### config.mk
export PLATFORM = sky130hd
export DESIGN_NAME = sb_tx_msg_scheduler
export DESIGN_NICKNAME = d
export VERILOG_FILES = /design/src/rtl/sb_tx_msg_scheduler.sv
export SDC_FILE = /design/constraint.sdc
export NUM_CORES = 1
export LEC_CHECK = 0
export ABC_AREA = 1
export CAP_MARGIN = 15
export CORE_MARGIN = 3
export CORE_UTILIZATION = 31
export DETAILED_ROUTE_END_ITERATION = 12
export SYNTH_ARGS = -nofsm -noshare
export SYNTH_HDL_FRONTEND = slang
export SYNTH_SLANG_ARGS = --single-unit
### constraint.sdc
create_clock -name i_clk -period 3 [get_ports i_clk]
set_input_delay 0.6 -clock i_clk [delete_from_list [all_inputs] [get_ports i_clk]]
set_output_delay 0.6 -clock i_clk [all_outputs]
set_load 0.005 [all_outputs]
### src/rtl/sb_tx_msg_scheduler.sv
// Sideband TX message scheduler.
// Shares one sideband encoder between the LTSM and RDI message requesters.
// Arbitration is round-robin. Each grant produces one issue strobe with held
// fields. The FSM then waits for framing to report the packet sent, and
// enforces an idle gap before the next issue. A watchdog frees the slot if
// framing never reports completion.
//
// Handshake: a requester raises req with stable fields and holds it until its
// ack pulses for one cycle. Fields are captured only at grant. The encoder
// sees o_msg_valid for exactly one cycle. The fields stay held until the next
// grant. i_frame_done is a single-cycle pulse and is honoured only in
// WAIT_DONE.
module sb_tx_msg_scheduler #(
    parameter int GAP_CYCLES     = 4,
    parameter int TIMEOUT_CYCLES = 255,
    parameter int CNT_W          = 8
) (
    input  logic        i_clk,
    input  logic        i_rst_n,
    input  logic        i_ltsm_req,
    input  logic [3:0]  i_ltsm_state,
    input  logic [3:0]  i_ltsm_sub_state,
    input  logic [3:0]  i_ltsm_msg_no,
    input  logic        i_ltsm_data_valid,
    input  logic [15:0] i_ltsm_data_bus,
    output logic        o_ltsm_ack,
    input  logic        i_rdi_req,
    input  logic [3:0]  i_rdi_msg_no,
    output logic        o_rdi_ack,
    output logic        o_msg_valid,
    output logic        o_data_valid,
    output logic [3:0]  o_state,
    output logic [3:0]  o_sub_state,
    output logic [3:0]  o_msg_no,
    output logic [15:0] o_data_bus,
    input  logic        i_frame_done,
    output logic        o_busy,
    output logic        o_timeout
);

    typedef enum logic [1:0] {
        S_IDLE      = 2'd0,
        S_ISSUE     = 2'd1,
        S_WAIT_DONE = 2'd2,
        S_GAP       = 2'd3
    } state_t;

    localparam logic [CNT_W-1:0] GAP_LD = CNT_W'(GAP_CYCLES);
    localparam logic [CNT_W-1:0] TO_LD  = CNT_W'(TIMEOUT_CYCLES);
    localparam logic [CNT_W-1:0] ONE    = CNT_W'(1);

    state_t             r_state;
    logic [CNT_W-1:0]   r_cnt;
    logic               r_last_grant_rdi;  // 1: RDI was served last
    logic               r_grant_rdi;       // requester owning the current slot
    logic               r_ltsm_ack;
    logic               r_rdi_ack;
    logic               r_msg_valid;
    logic               r_data_valid;
    logic [3:0]         r_state_f;
    logic [3:0]         r_sub_state;
    logic [3:0]         r_msg_no;
    logic [15:0]        r_data_bus;
    logic               r_busy;
    logic               r_timeout;

    logic               w_any_req;
    logic               w_grant_ltsm;

    // Round-robin pick: a lone requester wins; on a tie the one not served last wins.
    assign w_any_req    = i_ltsm_req | i_rdi_req;
    assign w_grant_ltsm = i_ltsm_req & (~i_rdi_req | r_last_grant_rdi);

    // Scheduler FSM with all outputs registered.
    always_ff @(posedge i_clk or negedge i_rst_n) begin
        if (!i_rst_n) begin
            r_state          <= S_IDLE;
            r_cnt            <= '0;
            r_last_grant_rdi <= 1'b1;
            r_grant_rdi      <= 1'b0;
            r_ltsm_ack       <= 1'b0;
            r_rdi_ack        <= 1'b0;
            r_msg_valid      <= 1'b0;
            r_data_valid     <= 1'b0;
            r_state_f        <= 4'd0;
            r_sub_state      <= 4'd0;
            r_msg_no         <= 4'd0;
            r_data_bus       <= 16'd0;
            r_busy           <= 1'b0;
            r_timeout        <= 1'b0;
        end else begin
            r_msg_valid <= 1'b0;
            r_ltsm_ack  <= 1'b0;
            r_rdi_ack   <= 1'b0;
            r_timeout   <= 1'b0;
            case (r_state)
                S_IDLE: begin
                    if (w_any_req) begin
                        r_grant_rdi <= ~w_grant_ltsm;
                        if (w_grant_ltsm) begin
                            r_data_valid <= i_ltsm_data_valid;
                            r_state_f    <= i_ltsm_state;
                            r_sub_state  <= i_ltsm_sub_state;
                            r_msg_no     <= i_ltsm_msg_no;
                            r_data_bus   <= i_ltsm_data_bus;
                        end else begin
                            // RDI messages carry no data and no state fields.
                            r_data_valid <= 1'b0;
                            r_state_f    <= 4'd0;
                            r_sub_state  <= 4'd0;
                            r_msg_no     <= i_rdi_msg_no;
                            r_data_bus   <= 16'd0;
                        end
                        r_msg_valid <= 1'b1;
                        r_busy      <= 1'b1;
                        r_state     <= S_ISSUE;
                    end
                end
                S_ISSUE: begin
                    r_cnt   <= TO_LD;
                    r_state <= S_WAIT_DONE;
                end
                S_WAIT_DONE: begin
                    if (i_frame_done) begin
                        r_ltsm_ack       <= ~r_grant_rdi;
                        r_rdi_ack        <= r_grant_rdi;
                        r_last_grant_rdi <= r_grant_rdi;
                        r_cnt            <= GAP_LD;
                        if (GAP_CYCLES == 0) begin
                            r_state <= S_IDLE;
                            r_busy  <= 1'b0;
                        end else begin
                            r_state <= S_GAP;
                        end
                    end else if (r_cnt <= ONE) begin
                        // Watchdog: give up the slot, the request stays pending.
                        r_timeout        <= 1'b1;
                        r_last_grant_rdi <= r_grant_rdi;
                        r_cnt            <= GAP_LD;
                        r_state          <= S_GAP;
                    end else begin
                        r_cnt <= r_cnt - ONE;
                    end
                end
                S_GAP: begin
                    if (r_cnt <= ONE) begin
                        r_cnt   <= '0;
                        r_state <= S_IDLE;
                        r_busy  <= 1'b0;
                    end else begin
                        r_cnt <= r_cnt - ONE;
                    end
                end
                default: begin
                    r_state <= S_IDLE;
                    r_busy  <= 1'b0;
                end
            endcase
        end
    end

    assign o_ltsm_ack   = r_ltsm_ack;
    assign o_rdi_ack    = r_rdi_ack;
    assign o_msg_valid  = r_msg_valid;
    assign o_data_valid = r_data_valid;
    assign o_state      = r_state_f;
    assign o_sub_state  = r_sub_state;
    assign o_msg_no     = r_msg_no;
    assign o_data_bus   = r_data_bus;
    assign o_busy       = r_busy;
    assign o_timeout    = r_timeout;

endmodule

==> results.py <==
metrics = {
    "finish": {
        "nFillCells": 636,
        "syn_to_final_growth_pct": 39.5,
        "post-route-util": 0.453,
        "multi_input_area_um2": 782,
        "antenna-diode-count": 0,
        "finalInstanceArea_um2": 2930,
        "fin_nets": 322,
        "drive_gt1_frac": 0.0968,
        "register_area_um2": 1150,
    },
    "routing": {
        "wl_per_cell_um": 13.5,
        "avgViaCountPerCell": 4.69,
        "dr.first_iter.drc_count": 56,
        "dr.pass1.iters": 4,
        "via_count": 1669,
        "finalWirelength_mm": 4.82,
        "drtAntennaViolNets": 0,
        "drc_errors": 0,
    },
    "yosys": {
        "synth_edf_count": 0,
        "yosysWarnings": 0,
        "synthArstFlopShare": 1.00,
        "syn_avg_cell_area_um2": 10.2,
        "synth-seq-cells": 46,
        "yosys-top-cells-area": "dfrtp_1, a22o_1, nand2_1",
        "synth_nets": 250,
        "ys_seq_area_frac": 0.549,
        "synth_top_flop_cell": "dfrtp_1",
        "synth_commonest_cells": "dfrtp_1, nand2_1, a22o_1",
        "yosys.area.top_type_share": 0.537,
        "synth_most_common_cell": "dfrtp_1",
        "synth_area_um2": 2100,
        "synth_cell_types": 26,
        "syn_inst": 206,
        "synth_top_area_cell": "dfrtp_1",
    },
    "clock_network": {
        "cts_tree": "built",
        "clk_path_buf_depth": 2,
        "numCtsBuffers": 5,
        "cts_resized": 0,
        "cts_setup_buffers": 0,
        "clock-root-buffer": "clkbuf_8",
        "hold_buffers": 0,
        "htreeDepth": 2,
        "clk_pin_slew_ns": 0.09,
        "insertion_delay_ns": 0.29,
        "cts_sinks": 46,
    },
    "run_status": {
        "status": "finished, final reports clean",
    },
    "place": {
        "port_buffers": 71,
        "dpl_cell_area_um2": 2840,
        "routabilityCongestion": 0.800,
        "post-dp-hpwl_mm": 3.43,
    },
    "sta": {
        "finalMaxSlewViolations": 0,
        "setup_viol": 0,
        "max-slew-margin-rel": 0.321,
        "timing.fmax_mhz": 548,
        "final.min_clock_period_ns": 1.82,
        "hold_viol": 0,
        "worstMarginPinSlew_ns": 1.02,
        "holdWs_ns": 0.431,
        "fin_skew_ns": 0.00246,
        "tns_ns": 0,
        "min_period_over_period": 0.608,
        "grt_setup_unrepaired": "no",
    },
    "worst_setup_path": {
        "slowest_delay_ns": 0.42,
        "cp-start-kind": "input port",
        "cp_max_fo": 30,
        "path_cells": "clkdlybuf4s50_1 -> inv_2 -> o21ai_2 -> or2_1 -> inv_2 -> a22o_1",
        "critical_path.top_delay_family": "buffers and inverters",
        "endpoint_kind": "flop",
        "arrival_ns": 2.06,
        "critical_path_class": "input port to flop",
        "slowest_stage": "clkdlybuf4s50_1",
        "critPathBufInv": 3,
        "required_ns": 3.23,
        "cpMostUsedCell": "inv_2",
    },
    "global_route": {
        "grt_antenna_before_repair": 0,
        "grt_overflow": 0,
        "track_usage": 0.126,
        "grt_pass1_wl_mm": 7.82,
        "first_global_vias": 1642,
        "grt_max_degree": 47,
    },
    "floorplanning": {
        "dieArea_um2": 7790,
        "top_level_ports": 72,
        "die_h_um": 88.3,
        "rows": 29,
        "start_util": 0.325,
        "die_x_um": 88.3,
        "core-area_um2": 6460,
    },
    "power_and_ir_drop": {
        "leakagePower_uw": 0.00133,
        "p_per_area_nw_per_um2": 971,
        "power_uw": 2840,
        "vdd_drop_max_mv": 0.302,
    },
    "run": {
        "cap_violations": 0,
    },
    "hold_path": {
        "worstHoldPathType": "flop to flop",
    },
}
final timing paths:
kind | start | endpoint | slack (ns) | depth (start not counted)
worst max-delay path | i_rdi_req | o_data_bus[15] | 1.18 | 6
worst min-delay path | r_grant_rdi | o_ltsm_ack | 0.43 | 1
worst max register to register | r_state[0] | o_data_bus[15] | 1.33 | 6
worst min register to register | r_grant_rdi | o_ltsm_ack | 0.43 | 1
max in group asynchronous | i_rst_n | o_data_bus[4] | 1.90 | 1
min in group asynchronous | i_rst_n | o_data_bus[2] | 0.48 | 1
final cells by class:
| type | count | area share |
|---|---|---|
| Sequential cell | 46 | 0.394 |
| Multi-Input combinational cell | 127 | 0.267 |
| Timing Repair Buffer | 71 | 0.241 |
| Inverter | 27 | 0.0355 |
| Tap cell | 77 | 0.0329 |
| Clock buffer | 6 | 0.0248 |
| Clock inverter | 2 | 0.00470 |
cells by family (layout without fill, tap and decap cells):
group                      after synthesis  in the layout  synth area share
and+or+nand+nor                         75             75             0.161
DFF                                     46             46             0.549
AOI/OAI and AO/OA                       44             44             0.168
buffers and inverters                   33            106            0.0781
adders and majority gates                6              6            0.0358
xor gates and xnor gates                 2              2           0.00835
flip-flops by register name, indices dropped and copies added (netlist names):
register	cells
o_timeout	1
o_rdi_ack	1
r_state	2
o_ltsm_ack	1
r_grant_rdi	1
o_sub_state	4
o_data_valid	1
o_state	4
r_last_grant_rdi	1
o_msg_no	4
o_data_bus	16
o_msg_valid	1
o_busy	1
r_cnt	8
worst reg2reg max path, delay by kind of cell, from the launching register on:
kind | cells | cell delay, ns
adder cells (fa/ha/maj) | 1 | 0.18
buffers and inverters | 3 | 0.56
AO/OA/AOI/OAI | 1 | 0.22
flip-flops | 1 | 0.41
AND/OR/NAND/NOR | 1 | 0.23
per-stage QoR:
stage / cells / setup slack (ns)
finish: 356 / 1.18
global route: 356 / 1.05
CTS: 356 / 1.17
detailed placement: 348 / 0.855
global placement: 348 / 0.899
floorplan: 206 / 1.59
cells in the final DEF (no fill, tap or decap), types with 2 or more instances in the layout:
cell type	count
o21ai_2	4
inv_2	5
clkdlybuf4s50_1	70
nor2_1	19
a21oi_1	11
o21ai_1	2
a21oi_4	2
a22o_1	25
nand3_2	2
nand2_1	32
nand3_1	15
clkbuf_8	5
dfrtp_1	45
ha_1	6
inv_1	21
per-layer routing:
layer  track usage  wire (µm)  vias to the layer above
met5             0          0                        -
met4        0.0330         47                        0
met3        0.0279        203                        4
met2         0.203       2340                       44
met1         0.173       2230                      792
li1              -          -                      829
power breakdown:
| part | switching, µW | internal, µW | total (µW) |
|---|---|---|---|
| logic | 623 | 744 | 1370 |
| clock network | 216 | 165 | 381 |
| registers | 180 | 915 | 1100 |
Note: power is estimated with default switching activity, not from simulation.
